`config.mk`:
```
export PLATFORM = sky130hd
export DESIGN_NAME = instr_fetch
export DESIGN_NICKNAME = d
export VERILOG_FILES = /design/src/rtl/instr_fetch.sv
export SDC_FILE = /design/constraint.sdc
export NUM_CORES = 1
export LEC_CHECK = 0
export ABC_CLOCK_PERIOD_IN_PS = 6500
export BUFFER_PORTS_ARGS = -buffer_cell sky130_fd_sc_hd__buf_4
export CAP_MARGIN = 5
export CORE_AREA = 2 2 156 158
export DETAILED_ROUTE_END_ITERATION = 10
export DIE_AREA = 0 0 158 160
export GPL_TIMING_DRIVEN = 0
export PLACE_DENSITY_LB_ADDON = 0.1
export SKIP_CTS_REPAIR_TIMING = 1
export SLEW_MARGIN = 40
export SYNTH_ARGS = -nofsm -noshare
export SYNTH_HDL_FRONTEND = slang
export SYNTH_SLANG_ARGS = --single-unit
```
`constraint.sdc`:
```
create_clock -name clk -period 6.5 [get_ports clk]
set_input_delay 1.3 -clock clk [delete_from_list [all_inputs] [get_ports clk]]
set_output_delay 1.3 -clock clk [all_outputs]
set_load 0.005 [all_outputs]
```
`src/rtl/instr_fetch.sv`:
```
// instr_fetch: MIPS fetch stage with req/ack instruction memory port, prefetch FIFO and decode redirect
module instr_fetch #(
    parameter logic [31:0] RESET_PC   = 32'h0000_0000,
    parameter int          FIFO_DEPTH = 2
) (
    input  logic        clk,
    input  logic        rst,
    output logic        imem_req,
    output logic [31:0] imem_addr,
    input  logic        imem_ack,
    input  logic [31:0] imem_rdata,
    input  logic        stall,
    input  logic        jFlag,
    input  logic [31:0] PC_in,
    output logic [31:0] instr,
    output logic [31:0] PC_out,
    output logic        done_out
);
    localparam int AW = $clog2(FIFO_DEPTH);
    localparam int CW = AW + 1;
    localparam logic [CW-1:0] DEPTH = CW'(FIFO_DEPTH);

    typedef enum logic [1:0] {IDLE, REQ, DISCARD} state_t;

    state_t        state, state_next;
    logic [31:0]   fetch_pc;
    logic [31:0]   fifo_data [FIFO_DEPTH];
    logic [31:0]   fifo_addr [FIFO_DEPTH];
    logic [AW-1:0] rd_ptr, wr_ptr;
    logic [CW-1:0] count;
    logic          redirect, push, pop, issue;
    logic          pc_in_unused;

    // jFlag only counts on the cycle a fresh instruction is on the decode interface
    assign redirect     = jFlag & done_out;
    assign push         = state == REQ && imem_ack && !redirect;
    assign pop          = count != '0 && !stall && !redirect;
    assign issue        = state == IDLE && !redirect && count < DEPTH;
    assign pc_in_unused = ^PC_in[1:0];

    // state register
    always_ff @(posedge clk) begin
        if (rst) state <= IDLE;
        else     state <= state_next;
    end

    // next state: one outstanding request; a redirect mid-request waits out the ack in DISCARD
    always_comb begin
        state_next = state;
        case (state)
            IDLE:    state_next = issue ? REQ : IDLE;
            REQ:     state_next = imem_ack ? IDLE : (redirect ? DISCARD : REQ);
            DISCARD: state_next = imem_ack ? IDLE : DISCARD;
            default: state_next = IDLE;
        endcase
    end

    // memory port, fetch PC, FIFO pointers and decode-side presentation registers
    always_ff @(posedge clk) begin
        if (rst) begin
            imem_req  <= 1'b0;
            imem_addr <= RESET_PC;
            fetch_pc  <= RESET_PC;
            rd_ptr    <= '0;
            wr_ptr    <= '0;
            count     <= '0;
            instr     <= '0;
            PC_out    <= '0;
            done_out  <= 1'b0;
        end else begin
            imem_req <= state_next != IDLE;
            if (issue) imem_addr <= fetch_pc;
            if (redirect)  fetch_pc <= {PC_in[31:2], 2'b00};
            else if (push) fetch_pc <= fetch_pc + 32'd4;
            done_out <= pop;
            if (pop) begin
                instr  <= fifo_data[rd_ptr];
                PC_out <= fifo_addr[rd_ptr] + 32'd4;
            end
            if (redirect) begin
                rd_ptr <= '0;
                wr_ptr <= '0;
                count  <= '0;
            end else begin
                if (push) wr_ptr <= wr_ptr + AW'(1);
                if (pop)  rd_ptr <= rd_ptr + AW'(1);
                count <= count + CW'(push) - CW'(pop);
            end
        end
    end

    // FIFO storage keeps each word with the address it was fetched from
    always_ff @(posedge clk) begin
        if (push) begin
            fifo_data[wr_ptr] <= imem_rdata;
            fifo_addr[wr_ptr] <= imem_addr;
        end
    end
endmodule
```
==> After elaboration in Yosys (flattened, before gate mapping) <==
Memory sizes are Yosys's and may differ from the RTL's. A register that Yosys moved wholly into a read port is not among the register bits.
Index checks and enable logic that the tools add are counted.
{ "classes": {"n_addsub": 6, "order_cmp": 1, "eq_ne": 2, "mux": 11, "n_bitwise": 1, "n_reduce_logical": 13} }
{ "op_table": {"columns": ["operator", "count"], "rows": [
  ["$add 32x3->32 const B", 2],
  ["$mux 32", 2],
  ["$logic_and 1x1->1", 6],
  ["$mux 2", 3],
  ["$pmux 2 s3", 1],
  ["$reduce_bool 2->1", 3],
  ["$mux 1", 5],
  ["$add 1x1->1 const B", 2],
  ["$add 2x1->2", 1],
  ["$eq 2x1->1 const B", 1],
  ["$eq 2x2->1 const B", 1],
  ["$logic_not 1->1", 2],
  ["$logic_not 2->1", 1],
  ["$lt 2x2->1 const B", 1],
  ["$reduce_or 2->1", 1],
  ["$sub 2x1->2", 1],
  ["$and 1x1->1", 1]
]} }
{ "totals": {"ff_bits": 104, "ramBits": 128, "in_bits": 69, "out_inout_bits": 98, "memories": 2} }
{ "memory_table": {"columns": ["name", "words", "width", "read_ports", "rd_ports_with_merged_regs", "write_ports", "line_no", "text"], "rows": [
  ["fifo_addr", 2, 32, 1, 1, 1, "28", "logic [31:0] fifo_addr [FIFO_DEPTH];"],
  ["fifo_data", 2, 32, 1, 1, 1, "27", "logic [31:0] fifo_data [FIFO_DEPTH];"]
]} }

==> Depth between registers and ports, before layout <==
{ "logic_depth": {"ltp_word": 7, "mapped_depth": 12} }

==> Worst setup path before layout <==
Ideal clock, no wire load.
{ "synth_path": {"path_type": "input to register", "startpoint": "in jFlag", "endpoint": "mem fifo_addr[0][10], enable pin", "setup_time_ns": 0.558, "t_arrival_ns": 5.847, "required_time_ns": 5.942, "setup_slack_ns": 0.095, "cell_stages": 3, "n_path_buf": 1, "cell_sequence": "and2_1 clkbuf_1 nor3_1"} }
{ "synth_between": {"elab_chain_len": 5} }
{ "synth_rtl": {"columns": ["item", "line_no", "text"], "rows": [
  ["start, declared", "13", "input logic jFlag,"],
  ["$and 1x1->1", "35", "assign redirect = jFlag & done_out;"],
  ["$logic_not 1->1", "36", "assign push = state == REQ && imem_ack && !redirect;"],
  ["$logic_and 1x1->1", "36", null],
  ["$mux 1", "94", "if (push) begin"],
  ["$mux 1 (implied by the code)", "96", "fifo_addr[wr_ptr] <= imem_addr;"],
  ["end, declared", "28", null]
]} }
No other way between the ends.

==> run metrics <==
chip width=158 um; CTS H-tree depth=1; via-per-instance ratio=5.26; met1 Track Usage GR=31.4%; DR WL/cell=18.0 um; largest net degree at the start of global routing=33; CP Capture Type=register; drt total wl=26800 um; EDFF count, synth=124; status=finished, final reports clean; Num CTS Buffers=27; slowest CP cell=dfxtp_1; Unique masters post-synth=65; Most used DFF post-synth=dfxtp_1; busiest grt layer=met2; Slew HR=39.7%; io pins=167; # port buffers=160; # DRC=0; most numerous cell in the Yosys netlist=dfxtp_1; Final Hold Fails=0; Sink Count=255; Fillers=2245; Worst Slack Setup Final=2.69 ns; Gate Count Post-Synth=944; Post-synth ARST share=0%; dominant cells by area after synthesis=edfxtp_1, dfxtp_1, mux2i_1; number of global-route vias before repair=7571; top cell type's share of synthesized area=35.6%; unrepaired setup endpoints after global routing=false; top cells by count, synth=dfxtp_1, edfxtp_1, nand2_1; Initial Util=43.8%; Tcrit/Tclk final=58.6%; mean area per synthesized cell=11.1 um2; DRT iter0 DRCs=446; worst slew pin tran=0.895 ns; final-report max-slew violation count=0; FMAX=263 MHz; Final setup viols=0; Post-DRT Antenna Nets=0; kind of critical path=register to register; gr usage total=21.1%; GP Congestion=0.830; CTS tree=built; post-layout min period=3.81 ns; placed wire-length estimate=19700 um; root buf cell=clkbuf_16; Critical Path AT=4.21 ns; Crit path largest cell delay=0.51 ns; cell accounting for the most synthesized area=edfxtp_1; Clock Path Buffers=3; Worst EP required=6.90 ns; Area after DPL=12200 um2; Ant. Diodes=0; Syn Std Cell Area=10400 um2; clk_lat worst skew=0.54 ns; CORE AREA=23800 um2; pre-CTS WS=2.74 ns; cell mode on critical path=buf_2; Layout Cells excl Fill=1492; Leak=4.67 nW; DRT Pass-1 Iters=4; sequential area share after synthesis=60.8%; Max-cap violations=0; vias post-DR=7846; Clock Pin Slew Worst Setup and Hold Paths=0.06 ns; met2 GRT Util=33.3%; worst hold path type=register to register; first-pass GRT wire length=41900 um; Worst setup SP type=register; initial antenna violation count=0; num rows=57; hold_sp=PC_out[14]$_SDFFE_PP0P_; Synth Warn #=0; Area Overhead vs Synth=26.2%; Peak VDD IR=0.170 mV; die area=25300 um2; Final nets=1219; #FFs+latches synth=255; setup skew after layout=0.00880 ns; layout cells sized above 1=21.2%; Final Cell Area=13200 um2; PD cells=378 nW/um2; global route overflow=0; Max Fanout on Critical Path=10; critical path, cell by cell=buf_6, buf_2, buf_2, buf_2, mux2_2, ha_1, nand4_1, a21oi_2, nand3_2, buf_2, o41ai_1, o211ai_1; placed insts=1442; DIE HEIGHT=160 um; met3 Use GR=2.71%
==> per-stage QoR <==
stage	hold WS (ns)	util [%]	setup TNS, ns	power [mW]
CTS	0.456	55.3	0	5.03
floorplan	0.444	-	0	2.77
detailed placement	0.448	51.1	0	3.30
global route	0.474	55.3	0	5.23
finish	0.449	55.3	0	4.98
global placement	0.443	50.6	-180.62	3.28
==> flip-flops by register name, summed over array words and instances (netlist names), named ones only <==
register   count
PC_out        30
count          2
wr_ptr         1
fifo_data     64
state          2
rd_ptr         1
fifo_addr     60
imem_req       1
fetch_pc      30
imem_addr     30
done_out       1
instr         32
==> power breakdown <==
part           total (mW)  internal, mW  switching (mW)
registers            2.06          1.92           0.140
clock network        1.73          1.09           0.632
logic                1.20         0.497           0.698
==> final timing paths <==
kind                                           endpoint  slack (ns)  cells past startpoint
worst max register to register  PC_out[28]$_SDFFE_PP0P_        2.69                     12
worst min register to register  PC_out[14]$_SDFFE_PP0P_        0.45                      2
worst max-delay path            PC_out[28]$_SDFFE_PP0P_        2.69                     12
worst min-delay path            PC_out[14]$_SDFFE_PP0P_        0.45                      2
==> area by class of cell <==
cell class / instances / area (um2) / area share [%]
flip-flops and latches: 255 / 6350 / 48.1
multi-input cells: 615 / 3790 / 28.8
repair buffers: 171 / 1290 / 9.76
clock buffers: 34 / 744 / 5.65
well taps: 324 / 405 / 3.08
plain buffers: 64 / 284 / 2.15
clock inverters: 16 / 273 / 2.07
inverters: 13 / 48.8 / 0.370
==> routing by layer <==
metal,share of wire [%],wire length [um],up-vias
met5,0,0,-
met4,1.4,375,0
met3,5.6,1510,36
met2,45,12100,205
met1,48,12800,3725
li1,-,-,3880
==> critical path: cells and delay by family, from the launching register on <==
| kind | cells | cell delay, ns |
|---|---|---|
| AO/OA/AOI/OAI | 3 | 1.01 |
| AND/OR/NAND/NOR | 2 | 0.43 |
| adder cells (fa/ha/maj) | 1 | 0.20 |
| buffers and inverters | 5 | 1.30 |
| flip-flops | 1 | 0.51 |
| multiplexers | 1 | 0.21 |
==> cell families (layout without fill, tap and decap cells) <==
| logic type | Yosys count | in the layout | share of synthesized area [%] |
|---|---|---|---|
| xor gates and xnor gates | 40 | 40 | 3.35 |
| and+or+nand+nor | 326 | 326 | 15.3 |
| DFF | 255 | 255 | 60.8 |
| AOI/OAI and AO/OA | 186 | 186 | 11.6 |
| buffers and inverters | 77 | 298 | 3.16 |
| adders and majority gates | 3 | 3 | 0.359 |
| other | 1 | 4 | 0.0359 |
| muxes | 56 | 56 | 5.45 |
==> cells in the final DEF, fill, tap and decap left out, types with 7 or more instances in the layout <==
cell,count
edfxtp_1,124
nand3_1,40
mux2_2,7
or3_1,7
o21ai_0,29
a211oi_1,52
bufinv_16,7
dfxtp_1,131
inv_1,12
buf_4,172
clkbuf_1,46
nand2_1,120
xor2_1,16
buf_2,12
nor3_1,16
a21oi_1,58
nand4_1,20
nor2_1,64
nand3b_1,11
clkbuf_16,29
o311ai_0,8
xnor2_1,24
mux2i_1,49
Power figures use the tool's default switching activity.
